[src/rtl/hazard_stall_controller_if.sv]
// Pipeline-side bundle for the hazard/stall controller: ID/EXE/MEM hazard
// inputs, SRAM handshake, and the stall/flush/statistics outputs.
interface hazard_stall_controller_if #(
    parameter int unsigned CNT_W = 16
);
    logic [3:0]       src1;
    logic [3:0]       src2;
    logic             two_src;
    logic             ID_valid;
    logic [3:0]       EXE_Dest;
    logic             EXE_WB_EN;
    logic             EXE_MEM_R_EN;
    logic [3:0]       MEM_Dest;
    logic             MEM_WB_EN;
    logic             Forwarding_EN;
    logic             MEM_access;
    logic             mem_ready;
    logic             Branch_taken;
    logic             freeze_IF_ID;
    logic             bubble_ID_EXE;
    logic             freeze_all;
    logic             flush;
    logic             mem_error;
    logic             state;
    logic [CNT_W-1:0] stall_cycles;
    logic [CNT_W-1:0] wait_cycles;

    modport master (
        output src1, src2, two_src, ID_valid, EXE_Dest, EXE_WB_EN, EXE_MEM_R_EN,
               MEM_Dest, MEM_WB_EN, Forwarding_EN, MEM_access, mem_ready, Branch_taken,
        input  freeze_IF_ID, bubble_ID_EXE, freeze_all, flush, mem_error, state,
               stall_cycles, wait_cycles
    );

    modport slave (
        input  src1, src2, two_src, ID_valid, EXE_Dest, EXE_WB_EN, EXE_MEM_R_EN,
               MEM_Dest, MEM_WB_EN, Forwarding_EN, MEM_access, mem_ready, Branch_taken,
        output freeze_IF_ID, bubble_ID_EXE, freeze_all, flush, mem_error, state,
               stall_cycles, wait_cycles
    );
endinterface

[src/rtl/hazard_stall_controller.sv]
// Hazard/stall scheduler for the 5-stage core: load-use and RAW bubbles,
// SRAM-wait freeze with timeout watchdog, branch flush, saturating statistics.
module hazard_stall_controller #(
    parameter int unsigned TIMEOUT = 64,
    parameter int unsigned CNT_W   = 16
) (
    input logic                      clk,
    input logic                      rst,
    hazard_stall_controller_if.slave bus
);
    typedef enum logic {
        RUN      = 1'b0,
        MEM_WAIT = 1'b1
    } state_t;

    state_t           r_state;
    state_t           w_state_next;
    logic [15:0]      r_wait_len;
    logic [15:0]      w_wait_len_next;
    logic             r_mem_error;
    logic [CNT_W-1:0] r_stall_cycles;
    logic [CNT_W-1:0] r_wait_cycles;

    logic w_m_exe;
    logic w_m_mem;
    logic w_hazard_raw;
    logic w_freeze_all;
    logic w_hazard;
    logic w_flush;
    logic w_timeout_hit;

    always_comb begin
        w_m_exe = (bus.src1 == bus.EXE_Dest) | (bus.two_src & (bus.src2 == bus.EXE_Dest));
        w_m_mem = (bus.src1 == bus.MEM_Dest) | (bus.two_src & (bus.src2 == bus.MEM_Dest));
        // With forwarding only a load in EXE cannot be bypassed in time.
        if (bus.Forwarding_EN)
            w_hazard_raw = bus.ID_valid & w_m_exe & bus.EXE_MEM_R_EN;
        else
            w_hazard_raw = bus.ID_valid & ((w_m_exe & bus.EXE_WB_EN) | (w_m_mem & bus.MEM_WB_EN));
        w_freeze_all  = bus.MEM_access & ~bus.mem_ready & ~r_mem_error;
        w_flush       = bus.Branch_taken & ~w_freeze_all;
        w_hazard      = w_hazard_raw & ~w_freeze_all & ~bus.Branch_taken;
        w_timeout_hit = w_freeze_all & (r_wait_len == 16'(TIMEOUT - 1));
    end

    always_ff @(posedge clk) begin
        if (rst) begin
            r_state    <= RUN;
            r_wait_len <= '0;
        end else begin
            r_state    <= w_state_next;
            r_wait_len <= w_wait_len_next;
        end
    end

    always_comb begin
        w_state_next    = r_state;
        w_wait_len_next = r_wait_len;
        case (r_state)
            RUN: begin
                if (w_freeze_all) begin
                    w_state_next    = MEM_WAIT;
                    w_wait_len_next = 16'd1;
                end
            end
            MEM_WAIT: begin
                if (!w_freeze_all) begin
                    w_state_next    = RUN;
                    w_wait_len_next = '0;
                end else begin
                    w_wait_len_next = r_wait_len + 16'd1;
                end
            end
            default: begin
                w_state_next    = RUN;
                w_wait_len_next = '0;
            end
        endcase
    end

    always_comb begin
        bus.freeze_IF_ID  = w_hazard | w_freeze_all;
        bus.bubble_ID_EXE = w_hazard;
        bus.freeze_all    = w_freeze_all;
        bus.flush         = w_flush;
        bus.mem_error     = r_mem_error;
        bus.state         = (r_state == MEM_WAIT);
        bus.stall_cycles  = r_stall_cycles;
        bus.wait_cycles   = r_wait_cycles;
    end

    always_ff @(posedge clk) begin
        if (rst) begin
            r_mem_error    <= 1'b0;
            r_stall_cycles <= '0;
            r_wait_cycles  <= '0;
        end else begin
            if (w_timeout_hit)
                r_mem_error <= 1'b1;
            if (w_hazard && (r_stall_cycles != '1))
                r_stall_cycles <= r_stall_cycles + 1'b1;
            if (w_freeze_all && (r_wait_cycles != '1))
                r_wait_cycles <= r_wait_cycles + 1'b1;
        end
    end
endmodule

[src/flat_wrapper.sv]
// flat-port wrapper written by rule: the top's interface ports become plain ports
module hazard_stall_controller_flat 
#(
    parameter int unsigned TIMEOUT = 64,
    parameter int unsigned CNT_W   = 16
)
  (clk, rst, bus_src1, bus_src2, bus_two_src, bus_ID_valid, bus_EXE_Dest, bus_EXE_WB_EN, bus_EXE_MEM_R_EN, bus_MEM_Dest, bus_MEM_WB_EN, bus_Forwarding_EN, bus_MEM_access, bus_mem_ready, bus_Branch_taken, bus_freeze_IF_ID, bus_bubble_ID_EXE, bus_freeze_all, bus_flush, bus_mem_error, bus_state, bus_stall_cycles, bus_wait_cycles);
  hazard_stall_controller_if #(.CNT_W(CNT_W)) bus_i ();
  input logic clk;
  input logic rst;
  input wire logic [$bits(bus_i.src1)-1:0] bus_src1;
  input wire logic [$bits(bus_i.src2)-1:0] bus_src2;
  input wire logic [$bits(bus_i.two_src)-1:0] bus_two_src;
  input wire logic [$bits(bus_i.ID_valid)-1:0] bus_ID_valid;
  input wire logic [$bits(bus_i.EXE_Dest)-1:0] bus_EXE_Dest;
  input wire logic [$bits(bus_i.EXE_WB_EN)-1:0] bus_EXE_WB_EN;
  input wire logic [$bits(bus_i.EXE_MEM_R_EN)-1:0] bus_EXE_MEM_R_EN;
  input wire logic [$bits(bus_i.MEM_Dest)-1:0] bus_MEM_Dest;
  input wire logic [$bits(bus_i.MEM_WB_EN)-1:0] bus_MEM_WB_EN;
  input wire logic [$bits(bus_i.Forwarding_EN)-1:0] bus_Forwarding_EN;
  input wire logic [$bits(bus_i.MEM_access)-1:0] bus_MEM_access;
  input wire logic [$bits(bus_i.mem_ready)-1:0] bus_mem_ready;
  input wire logic [$bits(bus_i.Branch_taken)-1:0] bus_Branch_taken;
  output wire logic [$bits(bus_i.freeze_IF_ID)-1:0] bus_freeze_IF_ID;
  output wire logic [$bits(bus_i.bubble_ID_EXE)-1:0] bus_bubble_ID_EXE;
  output wire logic [$bits(bus_i.freeze_all)-1:0] bus_freeze_all;
  output wire logic [$bits(bus_i.flush)-1:0] bus_flush;
  output wire logic [$bits(bus_i.mem_error)-1:0] bus_mem_error;
  output wire logic [$bits(bus_i.state)-1:0] bus_state;
  output wire logic [$bits(bus_i.stall_cycles)-1:0] bus_stall_cycles;
  output wire logic [$bits(bus_i.wait_cycles)-1:0] bus_wait_cycles;
  assign bus_i.src1 = bus_src1;
  assign bus_i.src2 = bus_src2;
  assign bus_i.two_src = bus_two_src;
  assign bus_i.ID_valid = bus_ID_valid;
  assign bus_i.EXE_Dest = bus_EXE_Dest;
  assign bus_i.EXE_WB_EN = bus_EXE_WB_EN;
  assign bus_i.EXE_MEM_R_EN = bus_EXE_MEM_R_EN;
  assign bus_i.MEM_Dest = bus_MEM_Dest;
  assign bus_i.MEM_WB_EN = bus_MEM_WB_EN;
  assign bus_i.Forwarding_EN = bus_Forwarding_EN;
  assign bus_i.MEM_access = bus_MEM_access;
  assign bus_i.mem_ready = bus_mem_ready;
  assign bus_i.Branch_taken = bus_Branch_taken;
  assign bus_freeze_IF_ID = bus_i.freeze_IF_ID;
  assign bus_bubble_ID_EXE = bus_i.bubble_ID_EXE;
  assign bus_freeze_all = bus_i.freeze_all;
  assign bus_flush = bus_i.flush;
  assign bus_mem_error = bus_i.mem_error;
  assign bus_state = bus_i.state;
  assign bus_stall_cycles = bus_i.stall_cycles;
  assign bus_wait_cycles = bus_i.wait_cycles;
  hazard_stall_controller #(.TIMEOUT(TIMEOUT), .CNT_W(CNT_W)) u_core (.clk(clk), .rst(rst), .bus(bus_i));
endmodule
[config.mk]
export PLATFORM = sky130hd
export DESIGN_NAME = hazard_stall_controller_flat
export DESIGN_NICKNAME = d
export VERILOG_FILES = /design/src/rtl/hazard_stall_controller_if.sv /design/src/rtl/hazard_stall_controller.sv /design/src/flat_wrapper.sv
export SDC_FILE = /design/constraint.sdc
export NUM_CORES = 1
export LEC_CHECK = 0
export BUFFER_PORTS_ARGS = -buffer_cell sky130_fd_sc_hd__buf_2
export CORE_UTILIZATION = 40
export CTS_BUF_LIST = sky130_fd_sc_hd__clkbuf_4 sky130_fd_sc_hd__clkbuf_8
export CTS_CLUSTER_SIZE = 28
export DETAILED_ROUTE_END_ITERATION = 6
export PLACE_DENSITY = 0.71
export SYNTH_ARGS = -nofsm -noshare
export SYNTH_HDL_FRONTEND = slang
export SYNTH_SLANG_ARGS = --single-unit
[constraint.sdc]
create_clock -name clk -period 2.2 [get_ports clk]
set_input_delay 0.55 -clock clk [delete_from_list [all_inputs] [get_ports clk]]
set_output_delay 0.55 -clock clk [all_outputs]
set_load 0.02 [all_outputs]
==> results.toml <==
[outcome]
run_status = "complete, but fails checks"
failing_checks = "negative setup slack"

[routing]
drtPass1Iterations = 4
detail_route.iter0.violations = 81
route.detailed.vias_per_inst = 5.22
drtAntennaViolNets = 0
final_wirelength_mm = 6.01
wl_per_cell_um = 13.0
vias = 2407
drc = 0

[power]
power.ir.vdd_worst_mv = 0.358
powerDensity_mw_per_mm2 = 512
sw_share_pct = 22.8
switch_pwr_w = 0.000396
power.combinational.fraction_pct = 9.6
internal-power_w = 0.00134
power_leakage_nw = 1.33
share_clk_of_total_power_pct = 37.8
share_seq_of_total_power_pct = 52.6

[sta]
drv_slew = 0
relSlewSlack_pct = 65.3
layout_min_cycle_time_ns = 2.31
setup_slack_ns = -0.111
setup_total_negative_slack_ns = -0.473
worst_pin_slew_ns = 0.515
timing.clock.skew_ns = 0.00852
final_min_period_over_clock_period_pct = 105
grt_setup_unrepaired = "yes"
worst_hold_slack_ns = 0.499
clock.fmax_ghz = 0.433
setup_viol = 6
timing_hold_violations_final = 0

[setup_path]
timing.critical_path.cells = "buf_6, xor2_1, nor4_2, o2bb2ai_1, o2111ai_2, buf_12, nand2_8, buf_6"
endpoint_kind = "output port"
critical_path_cell_count = 8
critical_path.endpoint = "bus_freeze_IF_ID"
critPathArrivalTime_ns = 1.76
startpoint_of_the_worst_slack_reg_to_reg_timing_path = "u_core.bus.stall_cycles[2]"
critical_path_required_ns = 1.65
crit_path_max_fanout = 8
timing.critical_path.from = "bus_src1[1]"
cpMostUsedCell = "sky130_fd_sc_hd__buf_6"
critical_path.startpoint_type = "input port"
worstReg2RegEnd = "u_core.bus.stall_cycles[6]"
critical_path.top_delay_family = "buffers and inverters"
worst_r2r_path_depth = 6
critical_path_buffers_and_inverters = 3
cpMaxStageDelayCell = "sky130_fd_sc_hd__nor4_2"
worst-r2r-setup-slack_ns = 0.16
critPathMaxStageDelay_ns = 0.27
timing.setup.critical_path_class = "input port to output port"

[die]
die-width_um = 81.7
core_area_mm2 = 0.00603
rows = 28
die-area_mm2 = 0.00667
start_util_pct = 42.2
pin_count = 65
floorplan.die.height_um = 81.7

[clock_network]
worstSkewPairLatency_ns = 0.30
numClockSinks = 50
tritoncts.num_buffers = 5
cts.path.max_buffers = 2
cts.htree.levels = 2
clockRootBuffer = "sky130_fd_sc_hd__clkbuf_8"
clock_tree_from_tritoncts = "yes"
cts_clk_pin_slew_worst_paths_ns = 0.09

[logic_synthesis]
netlist-cell-type-count = 37
ys.warnings.count = 0
synth_sequential_area_ratio_pct = 39.4
synthesis.area_mm2 = 0.00254
async_flop_share_pct = 0
synthesis.instances = 302
ys_ff_latch = 50
syn-mean-instance-area_um2 = 8.41
postSynthNetCount = 332
synth_ff_type = "sky130_fd_sc_hd__dfxtp_1"
synth-edff-count = 0

[placed_design]
pre_cts_slack_ns = -0.243
place.detailed.hpwl_mm = 4.14
placedCellCount = 446
portBuffers = 64
gp_congestion = 0.799

[finish]
antennaDiodeCount = 0
multi_input_comb_area_mm2 = 0.00158
commonest_non_fill_non_tap_cell_in_the_layout = "sky130_fd_sc_hd__buf_2"
area_delta_synth_final_pct = 33.5
finish.cell_count_without_fillers = 461
layout-drive-gt1-share_pct = 31.9
fill_cells = 571
seqCellArea_mm2 = 0.00100
finish.net_count = 415
most-common-layout-cells = "sky130_fd_sc_hd__buf_2 (59), sky130_fd_sc_hd__dfxtp_1 (50), sky130_fd_sc_hd__nor2_1 (42)"

[flow_run]
cap_viol_max_count = 0

[global_route]
grt_pass1_wl_mm = 9.36
grt-ovfl-total = 0
grt.total_usage_pct = 17.8
grt_start_max_net_pins = 22
grt_pass1_vias = 2162
number_of_antenna_violations_at_the_first_check_in_global_routing = 0

[min_path]
worst_hold_path_type = "flip-flop to flip-flop"
-- through the flow --
stage	power (W)	area, um2	utilization, %
CTS	0.00175	3260	54.1
global route	0.00181	3390	56.3
global placement	0.00108	3060	50.8
floorplan	0.00102	2580	-
finish	0.00174	3390	56.3
detailed placement	0.00109	3060	50.8
-- logic make-up after synthesis --
kind of cell | Yosys count | synth area share [%]
AND/OR/NAND/NOR | 141 | 28.7
flip-flops | 50 | 39.4
XOR/XNOR | 43 | 14.8
AO/OA/AOI/OAI | 39 | 9.61
buffers and inverters | 20 | 3.35
multiplexers | 6 | 2.61
adder cells (fa/ha/maj) | 3 | 1.48
-- registers in the layout, summed over array words and instances (netlist names) --
name and flops:
u_core.bus.stall_cycles 16, u_core.bus.wait_cycles 16, u_core.r_wait_len 16, u_core.bus.mem_error 1, u_core.bus.state 1
-- cell type report --
type                            count  share of cell area, %
Inverter                            8                   1.03
Timing Repair Buffer               88                   16.8
Clock inverter                      2                   1.11
Multi-Input combinational cell    232                   46.6
Clock buffer                        6                   2.25
Tap cell                           75                   2.77
Sequential cell                    50                   29.5
-- routing by layer --
layer / GRT usage [%] / part of all wire, % / up-vias / wire length, um
li1: - / - / 1231 / -
met1: 21.8 / 48 / 1118 / 2880
met2: 31.5 / 46 / 52 / 2790
met3: 3.44 / 4.7 / 6 / 285
met4: 4.91 / 0.82 / 0 / 49
met5: 0 / 0 / - / 0
-- worst min-delay path, stage by stage, from the launching register on --
cell and delay, ns:
sky130_fd_sc_hd__dfxtp_1 0.34, sky130_fd_sc_hd__o31ai_1 0.07, sky130_fd_sc_hd__a21oi_1 0.05
-- worst min-delay path by stage --
stage,startpoint,to,cells past startpoint
2_1_floorplan,u_core.r_wait_len[7],u_core.r_wait_len[7],2
3_3_place_gp,u_core.bus.stall_cycles[5],u_core.bus.stall_cycles[5],2
3_5_place_dp,u_core.bus.stall_cycles[5],u_core.bus.stall_cycles[5],2
4_1_cts,u_core.bus.stall_cycles[5],u_core.bus.stall_cycles[5],2
5_1_grt,u_core.bus.stall_cycles[5],u_core.bus.stall_cycles[5],2
6_report,u_core.bus.stall_cycles[5],u_core.bus.stall_cycles[5],2
-- power groups by stage --
stage / logic [W] / clock network [W] / registers, W
floorplan: 0.0000789 / 0 / 0.000939
global placement: 0.000148 / 0 / 0.000935
detailed placement: 0.000151 / 0 / 0.000935
CTS: 0.000161 / 0.000673 / 0.000914
global route: 0.000182 / 0.000712 / 0.000915
finish: 0.000167 / 0.000657 / 0.000914
-- synthesized netlist by cell type (2+ instances only) --
| library cell | count | share of area [%] |
|---|---|---|
| sky130_fd_sc_hd__o21ai_0 | 7 | 1.4 |
| sky130_fd_sc_hd__dfxtp_1 | 50 | 39 |
| sky130_fd_sc_hd__a21oi_1 | 18 | 3.5 |
| sky130_fd_sc_hd__and3_1 | 5 | 1.2 |
| sky130_fd_sc_hd__nand4_1 | 14 | 3.4 |
| sky130_fd_sc_hd__and2_1 | 2 | 0.49 |
| sky130_fd_sc_hd__mux2_2 | 5 | 2.2 |
| sky130_fd_sc_hd__nand4b_1 | 2 | 0.69 |
| sky130_fd_sc_hd__nor3_1 | 7 | 1.4 |
| sky130_fd_sc_hd__nor2_1 | 42 | 6.2 |
| sky130_fd_sc_hd__nand3b_1 | 2 | 0.59 |
| sky130_fd_sc_hd__or4_1 | 9 | 2.7 |
| sky130_fd_sc_hd__nand2_1 | 18 | 2.7 |
| sky130_fd_sc_hd__o31ai_1 | 9 | 2.7 |
| sky130_fd_sc_hd__nand3_1 | 18 | 3.5 |
| sky130_fd_sc_hd__ha_1 | 3 | 1.5 |
| sky130_fd_sc_hd__nor4_1 | 5 | 1.2 |
| sky130_fd_sc_hd__xor2_1 | 22 | 7.6 |
| sky130_fd_sc_hd__inv_1 | 8 | 1.2 |
| sky130_fd_sc_hd__or3_1 | 6 | 1.5 |
| sky130_fd_sc_hd__and4_1 | 2 | 0.69 |
| sky130_fd_sc_hd__clkbuf_1 | 9 | 1.3 |
| sky130_fd_sc_hd__nor2b_1 | 3 | 0.74 |
| sky130_fd_sc_hd__xnor2_1 | 21 | 7.2 |
| sky130_fd_sc_hd__nand2b_1 | 3 | 0.74 |
-- what timing repair did --
| item | 4_1_cts | 5_1_grt |
|---|---|---|
| hold buffers | 0 | 0 |
| resized for setup | 8 | 23 |
| pin swaps | 8 | 14 |
| setup endpoints to repair | 2 | 12 |
| cloned | 1 | 1 |
| setup buffers | 2 | 4 |
Power figures use the tool's default switching activity.
